==> src/rtl/clocks_pkg.sv <==
// Shared definitions for the clock generation/measurement blocks:
// monitor state encoding, default counter width and nominal sound-chip periods.
package clocks_pkg;

  localparam int CNT_W_DEF  = 8;
  localparam int YM_PERIOD  = 16;
  localparam int SAA_PERIOD = 7;

  typedef enum logic [1:0] {
    ST_IDLE   = 2'd0,
    ST_ARMED  = 2'd1,
    ST_LOCKED = 2'd2
  } mon_state_t;

  function automatic logic in_window(input int v, input int lo, input int hi);
    return (v >= lo) && (v <= hi);
  endfunction

endpackage

==> src/rtl/clk_monitor_if.sv <==
// Control-side bundle of the clock monitor: enable and clock under test in,
// measurement results and status out. slave = monitor, master = CPLD logic.
interface clk_monitor_if
  import clocks_pkg::*;
#(
  parameter int CNT_W = CNT_W_DEF
);
  logic             en;
  logic             clk_in;
  logic [CNT_W-1:0] period;
  logic [CNT_W-1:0] high_time;
  logic             period_valid;
  logic             present;
  logic             in_range;

  modport master (
    output en, clk_in,
    input  period, high_time, period_valid, present, in_range
  );

  modport slave (
    input  en, clk_in,
    output period, high_time, period_valid, present, in_range
  );
endinterface

==> src/rtl/sync_edge.sv <==
// Two-flop synchronizer plus rise/fall detector for an asynchronous clock.
// GLITCH_FILTER_EN adds a level filter that rejects 1-cycle pulses (+1 cycle latency).
module sync_edge (
  input  logic fclk,
  input  logic rst,
  input  logic i_async,
  output logic o_sync,
  output logic o_rise,
  output logic o_fall
);
  logic r_s1;
  logic r_s2;
  logic r_prev;
  logic w_sync;

  always_ff @(posedge fclk or posedge rst) begin
    if (rst) begin
      r_s1 <= 1'b0;
      r_s2 <= 1'b0;
    end else begin
      r_s1 <= i_async;
      r_s2 <= r_s1;
    end
  end

`ifdef GLITCH_FILTER_EN
  logic r_filt;

  // Level only moves once two consecutive samples agree.
  always_ff @(posedge fclk or posedge rst) begin
    if (rst) begin
      r_filt <= 1'b0;
    end else if (r_s1 == r_s2) begin
      r_filt <= r_s2;
    end
  end

  assign w_sync = r_filt;
`else
  assign w_sync = r_s2;
`endif

  always_ff @(posedge fclk or posedge rst) begin
    if (rst) begin
      r_prev <= 1'b0;
    end else begin
      r_prev <= w_sync;
    end
  end

  assign o_sync = w_sync;
  assign o_rise = w_sync & ~r_prev;
  assign o_fall = ~w_sync & r_prev;
endmodule

==> src/rtl/clk_monitor.sv <==
// Measures period/high time of an asynchronous clock in fclk cycles and flags presence/range.
// Results register one cycle after a detected rise; see sync_edge for GLITCH_FILTER_EN.
module clk_monitor
  import clocks_pkg::*;
#(
  parameter int CNT_W      = CNT_W_DEF,
  parameter int TIMEOUT    = 255,
  parameter int MIN_PERIOD = 6,
  parameter int MAX_PERIOD = 17
) (
  input  logic          fclk,
  input  logic          rst,
  clk_monitor_if.slave  mon
);
  localparam logic [CNT_W-1:0] CNT_MAX = '1;
  localparam logic [CNT_W-1:0] TO_V    = CNT_W'(TIMEOUT);
  localparam logic [CNT_W-1:0] ONE_V   = CNT_W'(1);

  mon_state_t       r_state;
  logic [CNT_W-1:0] r_per_cnt;
  logic [CNT_W-1:0] r_hi_cnt;
  logic [CNT_W-1:0] r_hi_lat;
  logic [CNT_W-1:0] r_period;
  logic [CNT_W-1:0] r_high_time;
  logic             r_valid;
  logic             r_present;
  logic             r_in_range;

  logic w_sync;
  logic w_rise;
  logic w_fall;
  logic w_in_win;

  sync_edge u_sync (
    .fclk    (fclk),
    .rst     (rst),
    .i_async (mon.clk_in),
    .o_sync  (w_sync),
    .o_rise  (w_rise),
    .o_fall  (w_fall)
  );

  assign w_in_win = in_window(int'(r_per_cnt), MIN_PERIOD, MAX_PERIOD);

  always_ff @(posedge fclk or posedge rst) begin
    if (rst) begin
      r_per_cnt <= '0;
      r_hi_cnt  <= '0;
      r_hi_lat  <= '0;
    end else if (!mon.en) begin
      r_per_cnt <= '0;
      r_hi_cnt  <= '0;
      r_hi_lat  <= '0;
    end else begin
      if (w_rise) begin
        r_per_cnt <= ONE_V;
      end else if (r_per_cnt != CNT_MAX) begin
        r_per_cnt <= r_per_cnt + ONE_V;
      end

      if (w_rise) begin
        r_hi_cnt <= ONE_V;
      end else if (w_sync && (r_hi_cnt != CNT_MAX)) begin
        r_hi_cnt <= r_hi_cnt + ONE_V;
      end

      if (w_fall) begin
        r_hi_lat <= r_hi_cnt;
      end
    end
  end

  // A rise in the timeout cycle takes priority, so a late edge still measures.
  always_ff @(posedge fclk or posedge rst) begin
    if (rst) begin
      r_state     <= ST_IDLE;
      r_period    <= '0;
      r_high_time <= '0;
      r_valid     <= 1'b0;
      r_present   <= 1'b0;
      r_in_range  <= 1'b0;
    end else begin
      r_valid <= 1'b0;
      if (!mon.en) begin
        r_state    <= ST_IDLE;
        r_present  <= 1'b0;
        r_in_range <= 1'b0;
      end else begin
        case (r_state)
          ST_IDLE: begin
            if (w_rise) begin
              r_state <= ST_ARMED;
            end
          end
          ST_ARMED, ST_LOCKED: begin
            if (w_rise) begin
              r_state     <= ST_LOCKED;
              r_period    <= r_per_cnt;
              r_high_time <= r_hi_lat;
              r_valid     <= 1'b1;
              r_present   <= 1'b1;
              r_in_range  <= w_in_win;
            end else if (r_per_cnt >= TO_V) begin
              r_state    <= ST_IDLE;
              r_present  <= 1'b0;
              r_in_range <= 1'b0;
            end
          end
          default: begin
            r_state <= ST_IDLE;
          end
        endcase
      end
    end
  end

  assign mon.period       = r_period;
  assign mon.high_time    = r_high_time;
  assign mon.period_valid = r_valid;
  assign mon.present      = r_present;
  assign mon.in_range     = r_in_range;
endmodule
==> src/flat_wrapper.sv <==
// flat-port wrapper written by rule: the top's interface ports become plain ports
module clk_monitor_flat import clocks_pkg::*;
#(
  parameter int CNT_W      = CNT_W_DEF,
  parameter int TIMEOUT    = 255,
  parameter int MIN_PERIOD = 6,
  parameter int MAX_PERIOD = 17
)
  (fclk, rst, mon_en, mon_clk_in, mon_period, mon_high_time, mon_period_valid, mon_present, mon_in_range);
  clk_monitor_if #(.CNT_W(CNT_W)) mon_i ();
  input  logic fclk;
  input  logic rst;
  input wire logic [$bits(mon_i.en)-1:0] mon_en;
  input wire logic [$bits(mon_i.clk_in)-1:0] mon_clk_in;
  output wire logic [$bits(mon_i.period)-1:0] mon_period;
  output wire logic [$bits(mon_i.high_time)-1:0] mon_high_time;
  output wire logic [$bits(mon_i.period_valid)-1:0] mon_period_valid;
  output wire logic [$bits(mon_i.present)-1:0] mon_present;
  output wire logic [$bits(mon_i.in_range)-1:0] mon_in_range;
  assign mon_i.en = mon_en;
  assign mon_i.clk_in = mon_clk_in;
  assign mon_period = mon_i.period;
  assign mon_high_time = mon_i.high_time;
  assign mon_period_valid = mon_i.period_valid;
  assign mon_present = mon_i.present;
  assign mon_in_range = mon_i.in_range;
  clk_monitor #(.CNT_W(CNT_W), .TIMEOUT(TIMEOUT), .MIN_PERIOD(MIN_PERIOD), .MAX_PERIOD(MAX_PERIOD)) u_core (.fclk(fclk), .rst(rst), .mon(mon_i));
endmodule
==> config.mk <==
export PLATFORM = sky130hd
export DESIGN_NAME = clk_monitor_flat
export DESIGN_NICKNAME = d
export VERILOG_FILES = /design/src/rtl/clocks_pkg.sv /design/src/rtl/clk_monitor_if.sv /design/src/rtl/sync_edge.sv /design/src/rtl/clk_monitor.sv /design/src/flat_wrapper.sv
export SDC_FILE = /design/constraint.sdc
export NUM_CORES = 1
export LEC_CHECK = 0
export BUFFER_PORTS_ARGS = -buffer_cell sky130_fd_sc_hd__buf_2
export CAP_MARGIN = 10
export CORE_MARGIN = 5
export CORE_UTILIZATION = 45
export DETAILED_ROUTE_END_ITERATION = 10
export PLACE_DENSITY_LB_ADDON = 0.08
export RECOVER_POWER = 25
export SLEW_MARGIN = 0
export SYNTH_ARGS = -nofsm -noshare
export SYNTH_HDL_FRONTEND = slang
export SYNTH_HIERARCHICAL = 1
export SYNTH_SLANG_ARGS = --single-unit
==> constraint.sdc <==
create_clock -name fclk -period 2.16 [get_ports fclk]
set_input_delay 0.54 -clock fclk [delete_from_list [all_inputs] [get_ports fclk]]
set_output_delay 0.54 -clock fclk [all_outputs]
set_load 0.01 [all_outputs]
### After elaboration in Yosys (flattened, before gate mapping)

Index checks and enable logic that the tools add are counted.

* logic and storage cells: 62
* bits of input ports: 4
* output and inout bits: 19
* register bits: 48

* bitwise operators: 4
* add/subtract/negate cells: 2
* equality and inequality tests: 11
* order comparisons: 3
* reduce and logical (&&, ||, !) cells: 7
* muxes and demuxes: 23

Operator list (count)
* 2-to-1 mux 8 bit: 8
* adder 8 x 1 -> 8 bit, second input constant: 2
* != test 8 bit, second input constant: 2
* 2-to-1 mux 1 bit: 10
* != test 3 x 1 -> 1 bit, second input constant: 3
* >= comparator 8 x 3 -> 1 bit, second input constant: 1
* >= comparator 8 bit, second input constant: 1
* less-or-equal comparator 8 x 5 -> 1 bit, second input constant: 1
* 2-to-1 mux 2 bit: 4
* != test 2 x 1 -> 1 bit, second input constant: 2
* != test 4 x 3 -> 1 bit, second input constant: 1
* one-hot mux 2 bit (2 select lines): 1
* AND reduction 2 bit: 2
* != test 3 bit, second input constant: 1
* AND reduction 3 bit: 1
* bitwise AND 1 bit: 2
* equality test 2 x 1 -> 1 bit, second input constant: 1
* equality test 2 bit, second input constant: 1
* logical AND 1 bit: 2
* zero test 2 bit: 1
* NOT 1 bit: 2
* OR reduction 2 bit: 1

### Logic depth before layout (Yosys ltp)

Gate-level depths: netlist (run 1).

* depth after elaboration: 5
* mapped depth: 6
* depth with buffers taken out: 6

### Modules after synthesis

Netlist (run 1), hierarchy kept.

By module, submodules not included
* clk_monitor: instances 1, sequential area each 1126.1 µm², area each 2105.8 µm², cells an instance 179
* sync_edge: instances 1, sequential area each 75.1 µm², area each 93.8 µm², cells an instance 6

### Least setup slack after synthesis (run 1)

OpenSTA, ideal clock, no wires.

* path kind: register -> register
* from: register u_core.r_state[0]
* to: register u_core.r_period[2] (netlist: u_core/mon.period[2])
* buffers on the path: 1
* arrival: 1385 ps
* clock period less this slack: 1510 ps
* library setup time: 125 ps
* stages on the path, launching flop included: 6
* path slack: 650 ps
* required time: 2035 ps
* cell sequence: dfrtp_1 inv_1 ha_1 nand3_1 buf_2 mux2_2

* longest elaborated chain between the ends: 3
* elaborated cells on any way between the ends: 4
* classes of those cells: eq/ne (2); reduce/logical (2)

Ends and longest elaborated chain
* from (decl): RTL line clk_monitor.sv:19 `mon_state_t r_state;`
* from (signal assigned): RTL line clk_monitor.sv:76 `r_state <= ST_IDLE;`
* from (signal assigned): RTL line clk_monitor.sv:85 `r_state <= ST_IDLE;`
* from (signal assigned): RTL line clk_monitor.sv:92 `r_state <= ST_ARMED;`
* equality test 2 x 1 -> 1 bit or equality test 2 bit (tied branches): RTL line clk_monitor.sv:89 `case (r_state)`
* OR reduction 2 bit (*): RTL line clk_monitor.sv:89
* AND reduction 3 bit (no source line) (*)
* to (signal assigned): RTL line clk_monitor.sv:98 `r_period <= r_per_cnt;`
* to (decl): RTL line clk_monitor.sv:23 `logic [CNT_W-1:0] r_period;`

Mark *: on every way between the ends. The rest lies on a longest branch, timed or not.
A chain may end at the register's enable or synchronous reset.

### Worst setup path after layout (run 1)

* from: register u_core.u_sync.r_s2 (netlist: u_core/u_sync/o_sync)
* to: register u_core.r_state[1]

* longest elaborated chain between the ends: 4
* elaborated cells on any way between the ends: 7
* classes of those cells: eq/ne (2); mux (3); bitwise (1); reduce/logical (1)

Ends and longest elaborated chain
* from (decl): RTL line sync_edge.sv:12 `logic r_s2;`
* from (signal assigned): RTL line sync_edge.sv:22 `r_s2 <= r_s1;`
* bitwise AND 1 bit (*): RTL line sync_edge.sv:52 `assign o_rise = w_sync & ~r_prev;`
* named net u_core.w_rise: RTL line clk_monitor.sv:30 `logic w_rise;`
* 2-to-1 mux 2 bit: RTL line clk_monitor.sv:96 `if (w_rise) begin`
* one-hot mux 2 bit (2 select lines): RTL line clk_monitor.sv:89
* 2-to-1 mux 2 bit: RTL line clk_monitor.sv:84 `if (!mon.en) begin`
* to (signal assigned): RTL line clk_monitor.sv:85
* to (signal assigned): RTL line clk_monitor.sv:92
* to (signal assigned): RTL line clk_monitor.sv:97 `r_state <= ST_LOCKED;`

Mark *: on every way through the listed nets, which the timed path passes. The rest lies on a longest branch.

==> results.md, run 1 <==
* Place WS at between 400 and 500 ps
* Nets at 221
* Reg power frac at 0.588
* Final Skew at 4.83 ps
* Crit path max-delay cell type: nand2b_1
* Logic pwr share at 0.081
* Total grt overflow at 0
* Clock Latency Late Sink at between 200 and 300 ps
* Clock Path Buffers at 2
* FF-to-FF Start: u_core/u_sync/o_sync$_DFF_PP0_
* CP Max Fanout at 15
* R2R Setup Slk at 460 ps
* Clk root buf: clkbuf_8
* Synth warn at 6
* DR WL/cell at 14.7 µm
* Chip width at approximately 80 µm
* Final Setup Violations at 0
* Final worst slack at 456 ps
* Hold Path Class: in2async
* Total die area at 6390 µm²
* Routed Antenna Nets at 0
* Max VDD drop at roughly 0.36 mV
* EDFF count, synth at 0
* Static Leak at ~1.2 nW
* Worst slew margin at 0.264
* FF+latch count, synth at 48
* Worst setup path class: reg2reg
* H-tree depth at 2
* Row cnt at 25
* Highest routed layer: met4
* Vias post-DR at ~1400
* DRC errors left at 0
* Net Switching at 372 µW
* Top-area cell type share of the netlist area at 0.546
* Antenna Cells at 0
* Die Y at 79.9 µm
* Final period utilization at 0.789
* Netlist cell types at 46
* Syn Area/Cell at 11.9 µm²
* Status: finished, final reports clean
* Hold buffers post-CTS at 0
* Top_reg_cell synth: dfrtp_1
* CTS Sinks at 48
* RSZ-0062 raised after global routing: false
* Hold Fails Final Rpt at 0
* Cell chain of the critical path: nor2b_1, nand2b_1, o32ai_1
* Max Clk Rate at 587 MHz
* Met2 wire len at 2140 µm
* Hold_ws at 105 ps
* Total CTS buffers at 5
* Minimum clock period at 1700 ps
* Crit path DAT at around 1900 ps
* First-pass GRT wire length at about 7200 µm
* Clock power share at 0.331
* PortBufs at 22
* Layout area overhead at 12.2%
* Max-slew violations at 0
* Initial antenna violation count at 0
* Switching share of power at 0.231
* Synth area leader: dfrtp_1
* GP Congestion at 0.860
* FF-to-FF End: u_core/r_state[1]$_DFFE_PP0P_
* Post-Syn Nets at about 200
* Detail Placement HPWL at 2950 µm
* WL final at between 4000 and 5000 µm
* GRT Overall Usage at 0.145
* IO Pins at 23
* Clk slew on worst S/H paths at 80 ps
* Max incr delay on CP at 580 ps
* Ratio of cells with drive above 1 in the final layout at 0.218
* First-pass detailed-route iteration total at 4
* Core ar. at 4720 µm²
* Largest net degree at the start of global routing at 46
* Number of setup buffers added after CTS at 0
* WL met1 at 1800 µm
* Fraction of registers with async set/reset at 1.00
* Synth cell count leaders: 48 x dfrtp_1, 13 x nor2_1, 9 x inv_1, 9 x mux2i_1, 9 x nor2b_1
* Max cap viols at 0
* Largest cells by area after synthesis: dfrtp_1 55%, mux2i_1 4.1%, mux2_1 4.1%
* Internal power at ~1.2 mW
* Cell area after synthesis at 2200 µm²
* Worst EP required at 2310 ps
* Starting DRT DRC Count at between 80 and 90
* Tightest Pin Transition at 1100 ps
* Setup TNS at 0 ps
* Most numerous cell in the Yosys netlist: dfrtp_1
* Register area share after synthesis at 0.546
* P per Cell Area at 652 nW/µm²
* CP Capture Type: flop
* CTS tree: yes
* Post-CTS resize count at 0
* Number of global-route vias before repair at 1487
* Startpoint Class: flop
* Cells after Synth at 185
* Starting Density at 0.466
* Fin util at 0.522
* Met3 Wirelength at 100 µm
* FF-to-FF path depth at 3
* Vias per cell at approximately 5
## worst max-delay path by stage
stage	startpoint	endpoint	slack, ps
final	u_core/u_sync/o_sync$_DFF_PP0_	u_core/r_state[1]$_DFFE_PP0P_	460
after global routing	u_core/u_sync/o_sync$_DFF_PP0_	u_core/r_state[1]$_DFFE_PP0P_	310
after CTS	u_core/r_state[0]$_DFFE_PP0P_	u_core/mon.period[3]$_DFFE_PP0P_	450
after detailed placement	mon_en	u_core/r_state[1]$_DFFE_PP0P_	450
after global placement	u_core/r_state[0]$_DFFE_PP0P_	u_core/mon.period[5]$_DFFE_PP0P_	520
after floorplan	rst	u_core/mon.high_time[0]$_DFFE_PP0P_	560
## stage by stage
step                      power, mW  std cells  area (µm²)
final                          1.61        278        2470
after global routing           1.70        278        2470
after CTS                      1.63        278        2470
after detailed placement       1.10        270        2380
after global placement         1.09        270        2380
after floorplan                1.05        185        2200
## cells by family (layout without fill, tap and decap cells)
| family | Yosys count | count (layout) | share of synthesized area |
|---|---|---|---|
| buf+inv | 16 | 42 | 0.0313 |
| xor+xnor | 7 | 7 | 0.0279 |
| fa+ha+maj | 7 | 7 | 0.0398 |
| compound gates | 26 | 26 | 0.0785 |
| simple gates | 58 | 58 | 0.164 |
| flops | 48 | 48 | 0.546 |
| mux | 23 | 23 | 0.113 |
## critical path, delay by kind of cell, from the launching register on
kind / cells / cell delay, ps
flip-flops: 1 / 490
AO/OA/AOI/OAI: 1 / 190
AND/OR/NAND/NOR: 2 / 890
## registers in the layout, indices dropped and copies added, names as in the netlist
name and flops:
u_core/u_sync/o_sync 1, u_core/mon.period 8, u_core/u_sync/r_prev 1, u_core/r_hi_cnt 8, u_core/mon.in_range 1, u_core/r_per_cnt 8
u_core/mon.high_time 8, u_core/u_sync/r_s1 1, u_core/mon.period_valid 1, u_core/r_hi_lat 8, u_core/mon.present 1, u_core/r_state 2
## area by class of cell
cell class              count  area, µm²
clock buffers               8       90.1
fillers                   432       2260
inverters                   9       33.8
multi-input cells         121        930
flip-flops and latches     48       1200
well taps                  67       83.8
repair buffers             25        129
## metal layers
metal,track usage,vias up
met5,0,-
met4,0.0405,0
met3,0.0316,5
met2,0.259,15
met1,0.175,706
li1,-,695
## cells in the final DEF, fill, tap and decap left out, types with 6 or more instances in the layout
master	count
mux2_2	6
nor2_1	13
clkbuf_8	6
mux2_1	8
a21oi_1	7
inv_1	8
buf_2	21
mux2i_1	9
nand3_1	7
dfrtp_1	48
ha_1	7
nor2b_1	9
## power by group through the flow
| stage | logic (mW) | clock network, mW | registers, mW |
|---|---|---|---|
| floorplan | 0.0835 | 0 | 0.969 |
| global placement | 0.127 | 0 | 0.964 |
| detailed placement | 0.134 | 0 | 0.966 |
| CTS | 0.134 | 0.549 | 0.948 |
| global route | 0.148 | 0.595 | 0.952 |
| finish | 0.130 | 0.533 | 0.947 |
No activity file was read; power rests on OpenSTA's default activity.
==> run 2: changes to the inputs <==
==> constraint.sdc (replaced) <==
create_clock -name fclk -period 1.42 [get_ports fclk]
set_input_delay 0.355 -clock fclk [delete_from_list [all_inputs] [get_ports fclk]]
set_output_delay 0.355 -clock fclk [all_outputs]
set_load 0.01 [all_outputs]
==> run 2 against run 1 <==
Against the previous run: the flow now finishes with violations (negative setup slack); worst hold slack gained 59 ps; total power grew 56%; critical endpoint is now u_core/mon.in_range$_DFFE_PP0P_; die area is the same.
==> results.md, run 2 (synthesis results as in run 1) <==
* H-tree depth at 2
* Initial antenna violation count at 0
* R2R Setup Slk at -80 ps
* Failing checks: negative setup slack
* Layout area overhead at 25.1%
* Clock Latency Late Sink at roughly 290 ps
* IO Pins at 23
* First-pass GRT wire length at 7550 µm
* DR WL/cell at 13.9 µm
* Nets at 245
* First-pass detailed-route iteration total at 4
* Commonest non-fill, non-tap cell in the layout: dfrtp_1
* Crit path DAT at 1740 ps
* Detail Placement HPWL at just over 3000 µm
* Core ar. at 4720 µm²
* Clk slew on worst S/H paths at 80 ps
* FF-to-FF Start: u_core/r_state[1]$_DFFE_PP0P_
* Worst slew margin at 0.596
* Static Leak at 1.34 nW
* Min-Delay Path Depth at 1
* Clk root buf: clkbuf_8
* Starting DRT DRC Count at 50
* Worst setup path class: reg2reg
* Antenna Cells at 0
* Routed Antenna Nets at 0
* Status: finished with violations
* Multi-input logic area at 1020 µm²
* Final worst slack at -83.2 ps
* DRC errors left at 0
* RSZ-0062 raised after global routing: true
* FF-to-FF path depth at 6
* Max cap viols at 0
* Row cnt at 25
* Total die area at 6390 µm²
* Total CTS buffers at 5
* Max VDD drop at approximately 0.5 mV
* GP Congestion at 0.860
* Hold EP: u_core/u_sync/r_s1$_DFF_PP0_
* Worst Hold Launch: mon_clk_in
* Worst EP required at 1660 ps
* PortBufs at 22
* Hold Path Class: in2reg
* Max-slew violations at 0
* Final Skew at 2.71 ps
* Clock Path Buffers at 2
* Minimum clock period at roughly 1500 ps
* FF-to-FF End: u_core/mon.in_range$_DFFE_PP0P_
* FF/Latch Area at 1200 µm²
* Fill cells at 420
* Most frequent cells in the layout: 46 x dfrtp_1, 25 x buf_4, 22 x buf_2
* Die Y at 79.9 µm
* Startpoint Class: flop
* Tightest Pin Transition at 607 ps
* Final cell count without fillers at 302
* Design Power at 2.51 mW
* Hold Fails Final Rpt at 0
* Chip width at 79.9 µm
* Largest net degree at the start of global routing at 46
* Starting Density at 0.466
* CTS Sinks at 48
* Final period utilization at 1.06
* Final Setup Violations at 1
* CP Max Fanout at 3
* CTS tree: yes
* WL final at 4200 µm
* Vias post-DR at approximately 1500
* P per Cell Area at 913 nW/µm²
* Max Clk Rate at 665 MHz
* Ratio of cells with drive above 1 in the final layout at 0.370
* CP Capture Type: flop
* Total grt overflow at 0
* Number of global-route vias before repair at 1607
* Number of cells after detailed placement at 291
* GRT Overall Usage at 0.152
* Vias per cell at around 5
## run 2: power breakdown
| group | switching, mW | internal (mW) | leakage, nW | total [mW] |
|---|---|---|---|---|
| Combinational | 0.142 | 0.122 | 0.642 | 0.264 |
| Sequential | 0.0254 | 1.41 | 0.653 | 1.43 |
| Clock | 0.418 | 0.397 | 0.0455 | 0.815 |
## run 2: timing repair
item,in CTS,in global routing
setup endpoints to repair,13,27
cloned,0,0
hold buffers,1,0
pin swaps,0,3
endpoints found under the hold margin,3,0
resized for setup,3,16
setup buffers,1,1
## run 2: critical path, cell delays in order, from the launching register on
cell	delay, ps
dfrtp_1	370
inv_2	60
ha_4	260
nand3_2	80
or4_1	410
a21oi_1	130
a32o_1	130
## run 2: worst max path at each step
stage	cells after the start	slack (ps)	to	start
global route	6	-150	u_core/mon.in_range$_DFFE_PP0P_	u_core/r_state[0]$_DFFE_PP0P_
finish	6	-80	u_core/mon.in_range$_DFFE_PP0P_	u_core/r_state[1]$_DFFE_PP0P_
CTS	6	-90	u_core/mon.in_range$_DFFE_PP0P_	u_core/r_state[1]$_DFFE_PP0P_
detailed placement	6	-100	u_core/mon.in_range$_DFFE_PP0P_	u_core/r_state[1]$_DFFE_PP0P_
floorplan	6	-50	u_core/mon.in_range$_DFFE_PP0P_	u_core/u_sync/o_sync$_DFF_PP0_
global placement	6	-30	u_core/mon.in_range$_DFFE_PP0P_	u_core/r_state[1]$_DFFE_PP0P_
## run 2: per-stage QoR
| stage | hold WS (ps) | utilization | instance area, µm² | setup WS (ps) | setup TNS (ps) |
|---|---|---|---|---|---|
| floorplan | 109 | - | 2220 | -46.3 | -46.3 |
| global placement | 237 | 0.544 | 2570 | -30.5 | -30.5 |
| detailed placement | 244 | 0.544 | 2570 | -101 | -227 |
| CTS | 150 | 0.568 | 2680 | -94.8 | -95.2 |
| global route | 146 | 0.583 | 2750 | -145 | -527 |
| finish | 164 | 0.583 | 2750 | -83.2 | -83.2 |
## run 2: routing by layer
metal	up-vias	routed length, µm	track usage	part of all wire
li1	749	-	-	-
met1	733	1840	0.184	0.44
met2	17	2180	0.260	0.52
met3	7	117	0.0372	0.028
met4	0	61	0.0557	0.015
met5	-	0	0	0
## run 2: final cells by class
cell class | count | share of cell area
clock buffers | 8 | 0.0327
inverters | 9 | 0.0123
well taps | 67 | 0.0305
multi-input cells | 121 | 0.372
flip-flops and latches | 48 | 0.437
repair buffers | 49 | 0.115
